===== config.mk =====
export PLATFORM = sky130hd
export DESIGN_NAME = sm_state_memory_timed
export DESIGN_NICKNAME = d
export VERILOG_FILES = /design/src/rtl/sm_state_memory_timed.sv
export SDC_FILE = /design/constraint.sdc
export NUM_CORES = 1
export LEC_CHECK = 0
export BUFFER_PORTS_ARGS = -buffer_cell sky130_fd_sc_hd__buf_4
export CAP_MARGIN = 5
export CORE_ASPECT_RATIO = 1.75
export CORE_MARGIN = 5
export CORE_UTILIZATION = 52
export CTS_CLUSTER_DIAMETER = 60
export CTS_CLUSTER_SIZE = 24
export DETAILED_ROUTE_END_ITERATION = 8
export PLACE_DENSITY = 0.79
export SYNTH_ARGS = -nofsm -noshare
export SYNTH_HDL_FRONTEND = slang
export SYNTH_SLANG_ARGS = --single-unit

===== constraint.sdc =====
create_clock -name CLK -period 2.4 [get_ports CLK]
set_input_delay 0.36 -clock CLK [delete_from_list [all_inputs] [get_ports CLK]]
set_output_delay 0.36 -clock CLK [all_outputs]
set_load 0.03 [all_outputs]

===== src/rtl/sm_state_memory_timed.sv =====
// sm_state_memory_timed
// Parametrised FSM state memory: registers the next state on every enabled
// clock, tracks the previous state, counts dwell cycles in the current state,
// forces a return to IDLE_STATE on dwell timeout and traps illegal next-state
// codes (NS > MAX_STATE) into IDLE_STATE with a sticky error flag.

module sm_state_memory_timed #(
    parameter int W              = 4,
    parameter int RST_STATE      = 0,
    parameter int IDLE_STATE     = 0,
    parameter int MAX_STATE      = 9,
    parameter int DW             = 16,
    parameter int TIMEOUT_CYCLES = 1000
) (
    input  logic          CLK,
    input  logic          RST,
    input  logic          EN,
    input  logic [W-1:0]  NS,
    input  logic          TO_EN,
    output logic [W-1:0]  CS,
    output logic [W-1:0]  PS,
    output logic [DW-1:0] DWELL,
    output logic          CHG,
    output logic          TO,
    output logic          ERR
);

    // ------------------------------------------------------------------
    // Configuration checks, rejected at elaboration time
    // ------------------------------------------------------------------
    generate
        if (W < 1 || W > 31) begin : g_bad_width
            $error("sm_state_memory_timed: W must be in 1..31");
        end
        if (DW < 1 || DW > 32) begin : g_bad_dw
            $error("sm_state_memory_timed: DW must be in 1..32");
        end
        if (RST_STATE > MAX_STATE || RST_STATE < 0) begin : g_bad_rst_state
            $error("sm_state_memory_timed: RST_STATE must not exceed MAX_STATE");
        end
        if (TIMEOUT_CYCLES < 0 || 64'(TIMEOUT_CYCLES) > (64'd1 << DW)) begin : g_bad_timeout
            $error("sm_state_memory_timed: TIMEOUT_CYCLES must be in 0..2**DW");
        end
    endgenerate

    // ------------------------------------------------------------------
    // Constants sized to the datapath
    // ------------------------------------------------------------------
    localparam logic [W-1:0]  RST_V     = W'(RST_STATE);
    localparam logic [W-1:0]  IDLE_V    = W'(IDLE_STATE);
    localparam logic [31:0]   MAX_U     = 32'(MAX_STATE);
    localparam bit            TO_ON     = (TIMEOUT_CYCLES != 0);
    // Last dwell value before expiry; only meaningful when TO_ON is set.
    localparam logic [DW-1:0] TO_LIMIT  = TO_ON ? DW'(TIMEOUT_CYCLES - 1) : '1;
    localparam logic [DW-1:0] DWELL_MAX = '1;

    // ------------------------------------------------------------------
    // State
    // ------------------------------------------------------------------
    logic [W-1:0]  cs_reg,    cs_next;
    logic [W-1:0]  ps_reg,    ps_next;
    logic [DW-1:0] dwell_reg, dwell_next;
    logic          chg_reg,   chg_next;
    logic          to_reg,    to_next;
    logic          err_reg,   err_next;

    logic          ns_illegal;
    logic          timeout_hit;

    // The compare is >= rather than == so that a timeout held off by TO_EN=0
    // fires on the first enabled edge after TO_EN is raised again.
    assign ns_illegal  = (32'(NS) > MAX_U);
    assign timeout_hit = TO_ON && TO_EN && (cs_reg != IDLE_V) && (dwell_reg >= TO_LIMIT);

    // Next-state selection; rules are ordered by priority, first match wins
    always_comb begin
        cs_next    = cs_reg;
        ps_next    = ps_reg;
        dwell_next = dwell_reg;
        chg_next   = 1'b0;
        to_next    = 1'b0;
        err_next   = err_reg;

        if (!EN) begin
            // Freeze: hold all state, pulses drop
            cs_next = cs_reg;
        end else if (ns_illegal) begin
            // Trap illegal code into idle; no change pulse if already idle
            err_next   = 1'b1;
            dwell_next = '0;
            cs_next    = IDLE_V;
            if (cs_reg != IDLE_V) begin
                ps_next  = cs_reg;
                chg_next = 1'b1;
            end
        end else if (timeout_hit) begin
            // Dwell expired outside idle: abandon and return to idle
            cs_next    = IDLE_V;
            ps_next    = cs_reg;
            dwell_next = '0;
            chg_next   = 1'b1;
            to_next    = 1'b1;
        end else if (NS != cs_reg) begin
            // Ordinary transition
            cs_next    = NS;
            ps_next    = cs_reg;
            dwell_next = '0;
            chg_next   = 1'b1;
        end else begin
            // Staying put: count dwell, saturating at all-ones
            if (dwell_reg != DWELL_MAX) begin
                dwell_next = dwell_reg + 1'b1;
            end
        end
    end

    // Register update with synchronous reset taking priority over EN
    always_ff @(posedge CLK) begin
        if (RST) begin
            cs_reg    <= RST_V;
            ps_reg    <= RST_V;
            dwell_reg <= '0;
            chg_reg   <= 1'b0;
            to_reg    <= 1'b0;
            err_reg   <= 1'b0;
        end else begin
            cs_reg    <= cs_next;
            ps_reg    <= ps_next;
            dwell_reg <= dwell_next;
            chg_reg   <= chg_next;
            to_reg    <= to_next;
            err_reg   <= err_next;
        end
    end

    assign CS    = cs_reg;
    assign PS    = ps_reg;
    assign DWELL = dwell_reg;
    assign CHG   = chg_reg;
    assign TO    = to_reg;
    assign ERR   = err_reg;

endmodule


== Yosys cells after proc, flatten, opt, wreduce, memory -nomap -nowiden ==
Index checks and enable logic that the tools add are counted.
Storage, ports and cells
  flip-flop bits (word level): 27
  input port bits: 8
  output and inout port bits: 27
  word-level logic and storage cells: 40
Cells by class
  $add $sub $neg: 1
  magnitude comparators: 2
  equality and inequality tests: 3
  muxes and demuxes: 16
  bitwise gates (word level): 1
  reduce and logical (&&, ||, !) cells: 11
Operators with widths (count)
  $mux W16: 4
  $mux W4: 7
  $add A16 B1 Y16 const B: 1
  $ge A16 B10 Y1 const B: 1
  $ne A16 B16 Y1 const B: 1
  $reduce_bool A4 Y1: 2
  $reduce_and A2 Y1: 3
  $mux W1: 5
  $gt A4 B4 Y1 const B: 1
  $ne A4 B4 Y1: 1
  $reduce_and A3 Y1: 1
  $reduce_bool A3 Y1: 1
  $reduce_or A3 Y1: 1
  $logic_and A1 B1 Y1: 2
  $ne A2 B1 Y1 const B: 1
  $reduce_or A2 Y1: 1
  $not A1 Y1: 1

== Longest topological paths before layout ==
Gate-level depths: netlist (run 1).
  word-level depth: 5
  gate-level depth with buffers: 8
  gate-level depth less buffers: 6

== Worst setup path before layout (run 1) ==
No wires, ideal clock.
  path kind: flip-flop to flip-flop
  from: reg dwell_reg[0], in the netlist DWELL[0]
  to: reg dwell_reg[0], in the netlist DWELL[0]
  setup time: 0.059 ns
  data arrival time: 2.165 ns
  data required time: 2.341 ns
  path slack: 0.176 ns
  cell stages (with the launch flop): 8
  path buffers: 1
  clock period less this slack: 2.224 ns
  cells stage by stage: dfxtp_1 > ha_1 > a211oi_1 > nor4_1 > or4_4 > buf_6 > a211oi_4 > mux2_2
Between the ends
  word-level cells in the longest chain between the ends: 5
  elaborated cells on any way between the ends: 10
  classes of those cells: add/sub (1); order compare (1); eq/ne (1); mux (4); reduce/logical (3)
Ends and longest elaborated chain
  start, declared: line 62  | logic [DW-1:0] dwell_reg, dwell_next;
  start signal, assigned: line 129  | dwell_reg <= dwell_next;
  $add A16 B1 Y16: line 112  | dwell_next = dwell_reg + 1'b1;
  $mux W16: line 111  | if (dwell_reg != DWELL_MAX) begin
  $mux W16: line 103  | end else if (NS != cs_reg) begin
  $mux W16: line 96  | end else if (timeout_hit) begin
  $mux W16: line 87  | end else if (ns_illegal) begin
Parallel ways exist; a longest one is shown, timed or not. The select of a mux whose other input is x is not followed.
A chain may end at the register's enable or synchronous reset.

== Worst setup path in the final report (run 1) ==
  from: reg dwell_reg[0], in the netlist DWELL[0]
  to: reg dwell_reg[2], in the netlist DWELL[2]
Same word-level chain as after synthesis.

==> results by group, run 1 <==
Worst setup path
  – Startpoint types: register
  – CP bufs+invs: 1
  – Worst-case reg-to-reg path depth: 7
  – Critical-path cell list: ha_1, a211oi_1, nor4_1, or4_4, a211oi_4, buf_4, a221o_1
  – Slowest stage delay, CP: 0.63 ns
  – Worst-path fanout max: 15
  – Worst EP required: around 2.6 ns
  – Worst Path Arrival: 2.45 ns
  – Worst path slowest cell: or4_4
  – CP endpoint kind: register
  – Crit Path Class: reg2reg
  – Crit path depth: 7
  – Largest delay contributor family on the critical path: simple AND/OR/NAND/NOR gates

STA
  – Slew @ Worst Pin: 0.7239 ns
  – Max Clock Skew: between 0.0009 and 0.001 ns
  – Tmin final: 2.224 ns
  – Worst slew margin: 51.29%
  – Max Freq: approximately 450 MHz
  – Fin worst setup slack: around 0.18 ns
  – Slew Limit Fails: 0
  – Final critical-path share of the clock period: between 90 and 100%
  – Setup violations, final: 0
  – Setup Total Neg Slack: 0 ns
  – Hold Fails Final Rpt: 0
  – Worst hold slack: roughly 0.32 ns
  – RSZ-0062 raised after global routing: no

Route
  – DRC Markers: 0
  – DR WL/cell: 17.53 um
  – DRT Wirelength: 3839 um
  – First-iteration detailed-routing DRC count: 81
  – DR vias/cell: between 6 and 7
  – DRT Pass-1 Iters: 4
  – DR vias: 1,423
  – Routed Antenna Nets: 0

Die
  – Die H: 79.89 um
  – Starting Density: 53.95%
  – Die area: about 4000 um2
  – Die outline width: about 50 um
  – I/O pin count: 35
  – Num rows: 25
  – Core area: 2690 um2

Synth
  – Synth top cells by count: 27 x dfxtp_1, 12 x nor2_1, 9 x nand2b_1, 9 x nand3_1, 8 x nand2_1
  – EDFF count, synth: 0
  – Library cells used by synthesis: 45
  – YS warnings: 0
  – Syn Nets: 167
  – Synthesized instance count: 158
  – Avg Cell Area, Syn: 9.186 um2
  – Share of the synthesized area in the top cell type: 37.24%
  – Dominant cell type by area after synthesis: dfxtp_1
  – Fraction of registers with async set or reset after synthesis: 0%
  – Syn Std Cell Area: 1451 um2
  – Synth Flop Type: dfxtp_1
  – #FFs+latches synth: 27
  – Most common cell in the netlist: dfxtp_1
  – Post-synthesis sequential area ratio: 37.24%
  – Synth area leaders: dfxtp_1 37%, nand2b_1 3.9%, nand3_1 3.1%

CTS
  – CTS buffer count: 3
  – H-tree levels: 1
  – Clock Path Buffers: 2
  – Root buffer cell: clkbuf_8
  – Insertion delay to the later sink of the worst-skew pair: between 0.2 and 0.3 ns
  – Clk sinks: 27
  – CTS clock-pin slew for the worst setup and hold paths: 0.09 ns
  – CTS tree: built

Pwr
  – Pwr/cell area: about 460 nW/um2
  – Leak: 0.7207 nW
  – Max IR drop VDD: 0.0003785 V

Global routing
  – GRT Util Overall: between 10% and 20%
  – Pin count of the biggest net entering global routing: 28
  – Vias in the first global route: ~1,400
  – Gr ovfl total: 0
  – First-pass GRT wire length: roughly 6400 um
  – Initial antenna violation count: 0

Run status
  – Status: finished, final reports clean

Min path
  – Hold WC Path Type: in2reg
  – Cells on Worst Hold Path: 2

Layout
  – Antenna fix cells: 0
  – Area delta synth->final: 23.10%
  – Share of layout cells above drive strength 1: between 20 and 30%
  – Fin nets: about 200
  – Fin cells: between 200 and 250

Place
  – Placed cells: about 210
  – Pre-CTS WS: 0.08832 ns
  – Post-DP HPWL: 2760 um
  – Gpl congestion: 0.8645
  – Number of I/O port buffers: 34

Run
  – Number of max-cap violations: 0
==> what timing repair did <==
item | in CTS | in global routing
hold buffers | 0 | 0
gates resized for setup | 0 | 3
endpoints found under the setup margin | 0 | 13
buffers inserted | 0 | 2
hold endpoints to repair | 0 | 0
==> where the power goes <==
part | total (mW) | switching [mW] | internal (mW)
clock network | 0.262 | 0.145 | 0.117
registers | 0.463 | 0.00831 | 0.455
logic | 0.106 | 0.0614 | 0.0443
==> layer usage <==
metal  vias to the layer above  track usage (%)  wire, um  share of wire [%]
met5                         -                0         0                  0
met4                         0            7.612        80                2.1
met3                        11            3.178       278                7.2
met2                        65            36.10      2030                 53
met1                       686            21.45      1449                 38
li1                        661                -         -                  -
==> path summary, 6_finish.rpt <==
path | from | endpoint | slack, ns
worst max-delay path | DWELL[0] | DWELL[2] | 0.18
worst min register to register | ERR | ERR | 0.48
worst min-delay path | NS[0] | CS[0] | 0.32
worst max register to register | DWELL[0] | DWELL[2] | 0.18
==> layout make-up <==
cell class              instances  area (um2)
fillers                       234       903.4
multi-input cells             120       869.6
flip-flops and latches         27       540.5
repair buffers                 38       285.3
clock buffers                   3       41.29
well taps                      27       33.78
inverters                       3       11.26
clock inverters                 1       5.005
==> placed cells by master, fill, tap and decap left out, drive strengths merged, types with 5 or more instances in the layout <==
| master | synthesis | layout |
|---|---|---|
| nand3 | 9 | 9 |
| xnor2 | 5 | 5 |
| a21oi | 5 | 5 |
| nor2 | 12 | 12 |
| a22o | 5 | 5 |
| nor4 | 7 | 7 |
| nand4 | 6 | 6 |
| buf | 3 | 38 |
| nand2 | 8 | 8 |
| nand2b | 9 | 9 |
| dfxtp | 27 | 27 |
==> registers in the layout, indices dropped and copies added, names as in the netlist <==
register	flops
CHG	1
CS	4
DWELL	16
ERR	1
PS	4
TO	1
==> cells by family after synthesis <==
group	Yosys count	synth area share (%)
AND/OR/NAND/NOR	75	31.21
AO/OA/AOI/OAI	31	18.36
flip-flops	27	37.24
buffers and inverters	11	3.965
XOR/XNOR	8	4.828
multiplexers	5	3.535
adder cells (fa/ha/maj)	1	0.8619
==> through the flow <==
step / power, mW / util, % / cell area, um2
after floorplan: 0.5430 / - / 1451
after global placement: 0.5739 / 63.53 / 1709
after detailed placement: 0.5757 / 63.53 / 1709
after CTS: 0.8284 / 65.26 / 1755
after global routing: 0.8588 / 66.42 / 1787
final: 0.8308 / 66.42 / 1787
No activity file was read; power rests on OpenSTA's default activity.
==> inputs of run 2 (changes only) <==
- CORE_UTILIZATION: 52 -> 56
- PLACE_DENSITY: 0.79 -> 0.84
- clock period: 2.4 -> 2.58 ns (I/O delays scaled with it)
==> run 2 against run 1 <==
  * Clock power decreased by 6%
  * Maximum frequency decreased by 5.1%
  * Total power decreased by 7.0%
  * Sequential share of layout area is 0.39 points higher
  * Global-route usage shrank 0.23 points
  * Via count shrank 5.6%
  * Combinational power shrank 10%
  * Setup slack gained 0.060 ns
  * Design area shrank 1.3%
  * Hold slack better by 0.028 ns
  * Critical path depth fell by 1
  * Routed wire length decreased by 6.5%
  * Largest cell class unchanged
==> results by group, run 2 (synthesis results as in run 1) <==
Worst setup path
  – Critical Path Sink: DWELL[0]
  – Worst Path Arrival: 2.57 ns (+0.12 ns)
  – FF-to-FF Start: DWELL[0]
  – Crit Path Class: reg2reg
  – Setup crit start: DWELL[0]
  – Worst EP required: 2.81 ns (+0.19 ns)
  – Reg2reg end: DWELL[0]
  – Worst-case reg-to-reg path depth: 6 (-1)
  – Worst path slowest cell: or4_4
  – Startpoint types: register
  – R2R Setup Slk: 0.24 ns (+0.06 ns)
  – CP endpoint kind: register
  – Slowest stage delay, CP: 0.62 ns (about the same)
  – Critical-path cell list: ha_1, a211oi_1, nor4_1, or4_4, a211oi_4, mux2_2
  – Worst-path fanout max: 15 (unchanged)

CTS
  – Post_cts resized: 0 (unchanged)
  – Number of buffers inserted by hold repair at cts: 0 (unchanged)
  – Insertion delay to the later sink of the worst-skew pair: 0.28 ns (about the same)
  – Clock Path Buffers: 2 (unchanged)
  – Clk sinks: 27 (unchanged)
  – CTS clock-pin slew for the worst setup and hold paths: 0.10 ns (about the same)
  – H-tree levels: 1 (unchanged)
  – Root buffer cell: clkbuf_8
  – CTS buffer count: 3 (unchanged)
  – CTS tree: built
  – Post-CTS Setup Inserts: 0 (unchanged)

Die
  – I/O pin count: 35 (unchanged)
  – Starting Density: 58.23% (+4.3 points)
  – Num rows: 24 (-4.0%)
  – Die area: 3750 um2 (-6.0%)
  – Die H: 77.35 um (-3.2%)
  – Core area: 2492 um2 (-7.3%)
  – Die outline width: 48.49 um (-2.9%)

Min path
  – Worst Hold Launch: NS[0]
  – Cells on Worst Hold Path: 2 (unchanged)
  – Hold WC Path Type: in2reg

Layout
  – Most common cell after layout, fill and taps aside: buf_4
  – Share of layout cells above drive strength 1: 27.23% (-1.4 points)
  – Antenna fix cells: 0 (unchanged)
  – Area delta synth->final: 21.55%
  – Largest register FFs: 16 (unchanged)
  – Most frequent cells in the layout: 37 x buf_4, 27 x dfxtp_1, 12 x nor2_1, 9 x nand3_1, 9 x nand2b_1
  – Fin nets: 201 (-0.50%)

Run
  – Number of max-cap violations: 0 (unchanged)

STA
  – Max Clock Skew: 0.006765 ns (+0.005796 ns)
  – Setup violations, final: 0 (unchanged)
  – Setup Total Neg Slack: 0 ns (unchanged)
  – Worst slew margin: 60.23% (+8.9 points)
  – Slew Limit Fails: 0 (unchanged)
  – Hold Fails Final Rpt: 0 (unchanged)
  – Final critical-path share of the clock period: 90.84% (-1.8 points)
  – Max Freq: 426.7 MHz (-5.1%)
  – Slew @ Worst Pin: 0.5911 ns (-0.1328 ns)
  – Tmin final: 2.344 ns (+0.1196 ns)
  – RSZ-0062 raised after global routing: no
  – Worst hold slack: 0.3461 ns (+0.02798 ns)
  – Fin worst setup slack: 0.2363 ns (+0.06038 ns)

Global routing
  – Vias in the first global route: 1,385 (-1.8%)
  – Pin count of the biggest net entering global routing: 28 (unchanged)
  – First-pass GRT wire length: 6072 um (-4.9%)
  – Initial antenna violation count: 0 (unchanged)
  – Gr ovfl total: 0 (unchanged)
  – GRT Util Overall: 19.33% (-0.23 points)

Place
  – Gpl congestion: 0.8801 (+1.8%)
  – Post-DP HPWL: 2742 um (-0.67%)
  – Number of I/O port buffers: 34 (unchanged)
  – Pre-CTS WS: 0.2385 ns (+0.1502 ns)

Route
  – DR WL/cell: 16.54 um (-5.7%)
  – First-iteration detailed-routing DRC count: 41 (-49%)
  – DR vias: 1,344 (-5.6%)
  – DRC Markers: 0 (unchanged)
  – DR vias/cell: 6.194 (-4.7%)
  – DRT Wirelength: 3589 um (-6.5%)
  – DRT Pass-1 Iters: 4 (unchanged)
  – Routed Antenna Nets: 0 (unchanged)

Pwr
  – Max IR drop VDD: 0.0003231 V (-15%)
  – Leak: 0.7047 nW (-2.2%)
  – Pwr/cell area: 437.8 nW/um2 (-5.8%)

Run status
  – Status: finished, final reports clean
## run 2: changes by cell type in the layout (fill, tap and decap cells not counted), sizes merged
| cell | before | now |
|---|---|---|
| clkinv | 1 | 0 |
| clkinvlp | 0 | 1 |
| buf | 38 | 37 |
## run 2: worst min path at each step
stage | end | slack, ns
floorplan | CS[0] | 0.52
global placement | ERR | 0.45
detailed placement | PS[1] | 0.47
CTS | CS[0] | 0.35
global route | CS[0] | 0.36
finish | CS[0] | 0.35
## run 2: power breakdown
part	total, mW	internal [mW]	switching (mW)
clock network	0.246	0.110	0.136
logic	0.0953	0.0402	0.0552
registers	0.431	0.423	0.00789
## run 2: area by class of cell
cell class                      count  area (um2)
Tap cell                           26       32.53
Clock buffer                        3       41.29
Inverter                            3       11.26
Multi-Input combinational cell    120       853.3
Sequential cell                    27       540.5
Timing Repair Buffer               37       277.8
Fill cell                         189       728.2
Clock inverter                      1       7.507
## run 2: per-layer routing
metal / vias up / part of all wire (%) / GRT usage, % / wire, um
met5: - / 0 / 0 / 0
met4: 0 / 1.8 / 7.008 / 65
met3: 10 / 5.1 / 3.257 / 183
met2: 43 / 54 / 36.65 / 1937
met1: 627 / 39 / 20.68 / 1403
li1: 664 / - / - / -
## run 2: worst max-delay path: cells and delay by family, from the launching register on
kind | cells | cell delay [ns]
compound gates | 2 | 0.73
simple gates | 2 | 0.72
flops | 1 | 0.36
fa+ha+maj | 1 | 0.25
mux | 1 | 0.23
## run 2: through the flow
step	util, %	area [um2]	total power, mW	instances
detailed placement	68.83	1715	0.5366	213
global route	70.78	1764	0.8066	217
finish	70.78	1764	0.7724	217
CTS	70.78	1764	0.7762	217
floorplan	-	1451	0.5052	158
global placement	68.83	1715	0.5352	213
==> inputs of run 3 (changes only) <==
- ABC_AREA: not set -> 1
- CORE_UTILIZATION: 56 -> 58
- PLACE_DENSITY: 0.84 -> 0.85
==> run 3 against run 2 <==
  * Cell count up 51%
  * Synthesized cell count up 68%
  * Critical path depth up 4
  * Combinational power up 42%
  * Maximum frequency up 25%
  * Utilization down 0.90 points
  * Count of clock-buffer cells in the layout up 1
  * Routed wire length up 27%
  * Largest cell class unchanged
  * Setup slack better by 0.47 ns
  * Design area up 15%
  * First-iteration DRC count up 100%
  * Sequential power up 2%
==> results by group, run 3 <==
Worst setup path
  – Crit path depth: 10 (+4)
  – Largest delay contributor family on the critical path: simple AND/OR/NAND/NOR gates
  – CP bufs+invs: 0 (unchanged)
  – Worst Path Arrival: 2.10 ns (-0.47 ns)
  – Worst path slowest cell: dfxtp_1
  – Worst-case reg-to-reg path depth: 10 (+4)
  – R2R Setup Slk: 0.71 ns (+0.47 ns)
  – Worst-path fanout max: 9 (-6)
  – Worst EP required: 2.81 ns (about the same)
  – Critical-path cell list: ha_1, nand2_1, nor2_1, nand3_1, nor2_1, nand3_2, nand2_1, nor2_1, nor2_1, and2_1
  – Slowest stage delay, CP: 0.40 ns (-0.22 ns)
  – Crit Path Class: reg2reg
  – CP endpoint kind: register
  – Most frequent CP cell: nor2_1
  – Startpoint types: register

Layout
  – Share of layout cells above drive strength 1: 22.41% (-4.8 points)
  – Design area: 2023 um2 (+15%)
  – Area delta synth->final: 18.03%
  – Antenna fix cells: 0 (unchanged)
  – Most common cell after layout, fill and taps aside: nand2_1
  – Most frequent cells in the layout: 74 x nand2_1, 37 x inv_1, 36 x nor2_1, 34 x buf_4, 27 x dfxtp_1
  – Fin nets: 309 (+54%)
  – Largest register FFs: 16 (unchanged)

Run status
  – Status: finished, final reports clean

Pwr
  – Pwr/cell area: 407.4 nW/um2 (-7.0%)
  – Clock power frac: 30.0% (-1.8 points)
  – Internal power: 0.5830 mW (+1.7%)
  – Switching share of power: 29.26% (+3.5 points)
  – Leak: 0.9016 nW (+28%)
  – Sequential power share: 53.6% (-2.2 points)
  – Net Sw Power: 0.2411 mW (+21%)
  – Overall power: 0.8242 mW (+6.7%)
  – Max IR drop VDD: 0.0003171 V (-1.9%)
  – Logic pwr share: 16.4% (+4.1 points)

Synth
  – Syn Std Cell Area: 1714 um2 (+18%)
  – Synth top cells by count: 74 x nand2_1, 37 x inv_1, 36 x nor2_1
  – Library cells used by synthesis: 26 (-42%)
  – Syn Nets: 275 (+65%)
  – Synthesized instance count: 266 (+68%)
  – Synth Flop Type: dfxtp_1
  – #FFs+latches synth: 27 (unchanged)
  – Synth area leaders: dfxtp_1 32%, nand2_1 16%, inv_1 8.1%
  – Post-synthesis sequential area ratio: 31.53% (-5.7 points)
  – Share of the synthesized area in the top cell type: 31.53% (-5.7 points)
  – Dominant cell type by area after synthesis: dfxtp_1
  – Most common cell in the netlist: nand2_1
  – EDFF count, synth: 0 (unchanged)
  – YS warnings: 0 (unchanged)
  – Fraction of registers with async set or reset after synthesis: 0% (unchanged)
  – Avg Cell Area, Syn: 6.444 um2 (-30%)

CTS
  – Clk sinks: 27 (unchanged)
  – CTS tree: built
  – Post_cts resized: 0 (unchanged)
  – Root buffer cell: clkbuf_8
  – Insertion delay to the later sink of the worst-skew pair: 0.27 ns (about the same)
  – Clock Path Buffers: 2 (unchanged)
  – Number of buffers inserted by hold repair at cts: 0 (unchanged)
  – Post-CTS Setup Inserts: 0 (unchanged)
  – H-tree levels: 1 (unchanged)
  – CTS clock-pin slew for the worst setup and hold paths: 0.10 ns (about the same)
  – CTS buffer count: 3 (unchanged)

STA
  – Setup Total Neg Slack: 0 ns (unchanged)
  – Tmin final: 1.874 ns (-0.4693 ns)
  – RSZ-0062 raised after global routing: no
  – Slew Limit Fails: 0 (unchanged)
  – Worst slew margin: 72.27% (+12 points)
  – Slew @ Worst Pin: 0.4155 ns (-0.1756 ns)
  – Setup violations, final: 0 (unchanged)
  – Max Clock Skew: 0.004762 ns (-0.002003 ns)
  – Worst hold slack: 0.4010 ns (+0.05487 ns)
  – Final critical-path share of the clock period: 72.65% (-18 points)
  – Hold Fails Final Rpt: 0 (unchanged)
  – Max Freq: 533.5 MHz (+25%)

Route
  – Routed Antenna Nets: 0 (unchanged)
  – DR vias: 1,796 (+34%)
  – DRC Markers: 0 (unchanged)
  – DR WL/cell: 13.89 um (-16%)
  – First-iteration detailed-routing DRC count: 83 (+100%)
  – DR vias/cell: 5.492 (-11%)
  – DRT Wirelength: 4543 um (+27%)
  – DRT Pass-1 Iters: 4 (unchanged)

Place
  – Gpl congestion: 0.9544 (+8.4%)
  – Number of I/O port buffers: 34 (unchanged)
  – Post-DP HPWL: 3530 um (+29%)
  – Dpl cell area: 1978 um2 (+15%)

Die
  – I/O pin count: 35 (unchanged)
  – Starting Density: 59.20% (+0.97 points)
  – Die area: 4185 um2 (+12%)
  – Num rows: 26 (+8.3%)
  – Die H: 81.92 um (+5.9%)
  – Core area: 2895 um2 (+16%)
  – Die outline width: 51.10 um (+5.4%)

Global routing
  – GRT Util Overall: 24.11% (+4.8 points)
  – Pin count of the biggest net entering global routing: 23 (-18%)
  – Initial antenna violation count: 0 (unchanged)
  – First-pass GRT wire length: 7679 um (+26%)
  – Gr ovfl total: 0 (unchanged)
  – Vias in the first global route: 1,701 (+23%)

Min path
  – Cells on Worst Hold Path: 2 (unchanged)
  – Hold WC Path Type: in2reg

Run
  – Number of max-cap violations: 0 (unchanged)
[run 3: logic make-up (layout without fill, tap and decap cells)]
kind of cell,after synthesis,after routing,synth area share [%]
XOR/XNOR,4,4,2.044
AO/OA/AOI/OAI,21,21,8.102
flip-flops,27,27,31.53
buffers and inverters,43,76,9.853
AND/OR/NAND/NOR,170,170,47.74
adder cells (fa/ha/maj),1,1,0.7298
[run 3: stage by stage]
step | setup WS (ns) | utilization [%] | std cells
global route | 0.5277 | 69.88 | 327
floorplan | 0.7359 | - | 266
detailed placement | 0.7628 | 68.32 | 323
finish | 0.7056 | 69.88 | 327
global placement | 0.7705 | 68.32 | 323
CTS | 0.7274 | 69.88 | 327
[run 3: area by class of cell]
type	count	area (um2)
Timing Repair Buffer	34	255.2
Inverter	38	142.6
Clock buffer	4	45.04
Multi-Input combinational cell	196	1005
Fill cell	268	872.1
Tap cell	28	35.03
Sequential cell	27	540.5
[run 3: worst reg2reg max path, stage by stage (launching register included)]
cell and delay (ns):
dfxtp_1 0.40, ha_1 0.23, nand2_1 0.09, nor2_1 0.23, nand3_1 0.14, nor2_1 0.14, nand3_2 0.21, nand2_1 0.16
nor2_1 0.05, nor2_1 0.07, and2_1 0.11
[run 3: final timing paths]
check | to | startpoint
setup / recovery | DWELL[11] | DWELL[0]
setup reg to reg | DWELL[11] | DWELL[0]
hold / removal | DWELL[12] | RST
hold reg to reg | PS[0] | PS[0]
[run 3: power groups by stage]
stage | Combinational [mW] | Clock [mW] | Sequential [mW]
finish | 0.135 | 0.248 | 0.441
CTS | 0.136 | 0.249 | 0.441
floorplan | 0.0695 | 0 | 0.470
global placement | 0.133 | 0 | 0.450
global route | 0.150 | 0.268 | 0.443
detailed placement | 0.136 | 0 | 0.451
[run 3: per-layer routing]
| layer | up-vias | share of wire [%] | track usage (%) |
|---|---|---|---|
| met5 | - | 0 | 0 |
| li1 | 912 | - | - |
| met3 | 15 | 4.5 | 2.178 |
| met4 | 0 | 3.2 | 11.86 |
| met2 | 51 | 55 | 47.55 |
| met1 | 818 | 37 | 24.36 |
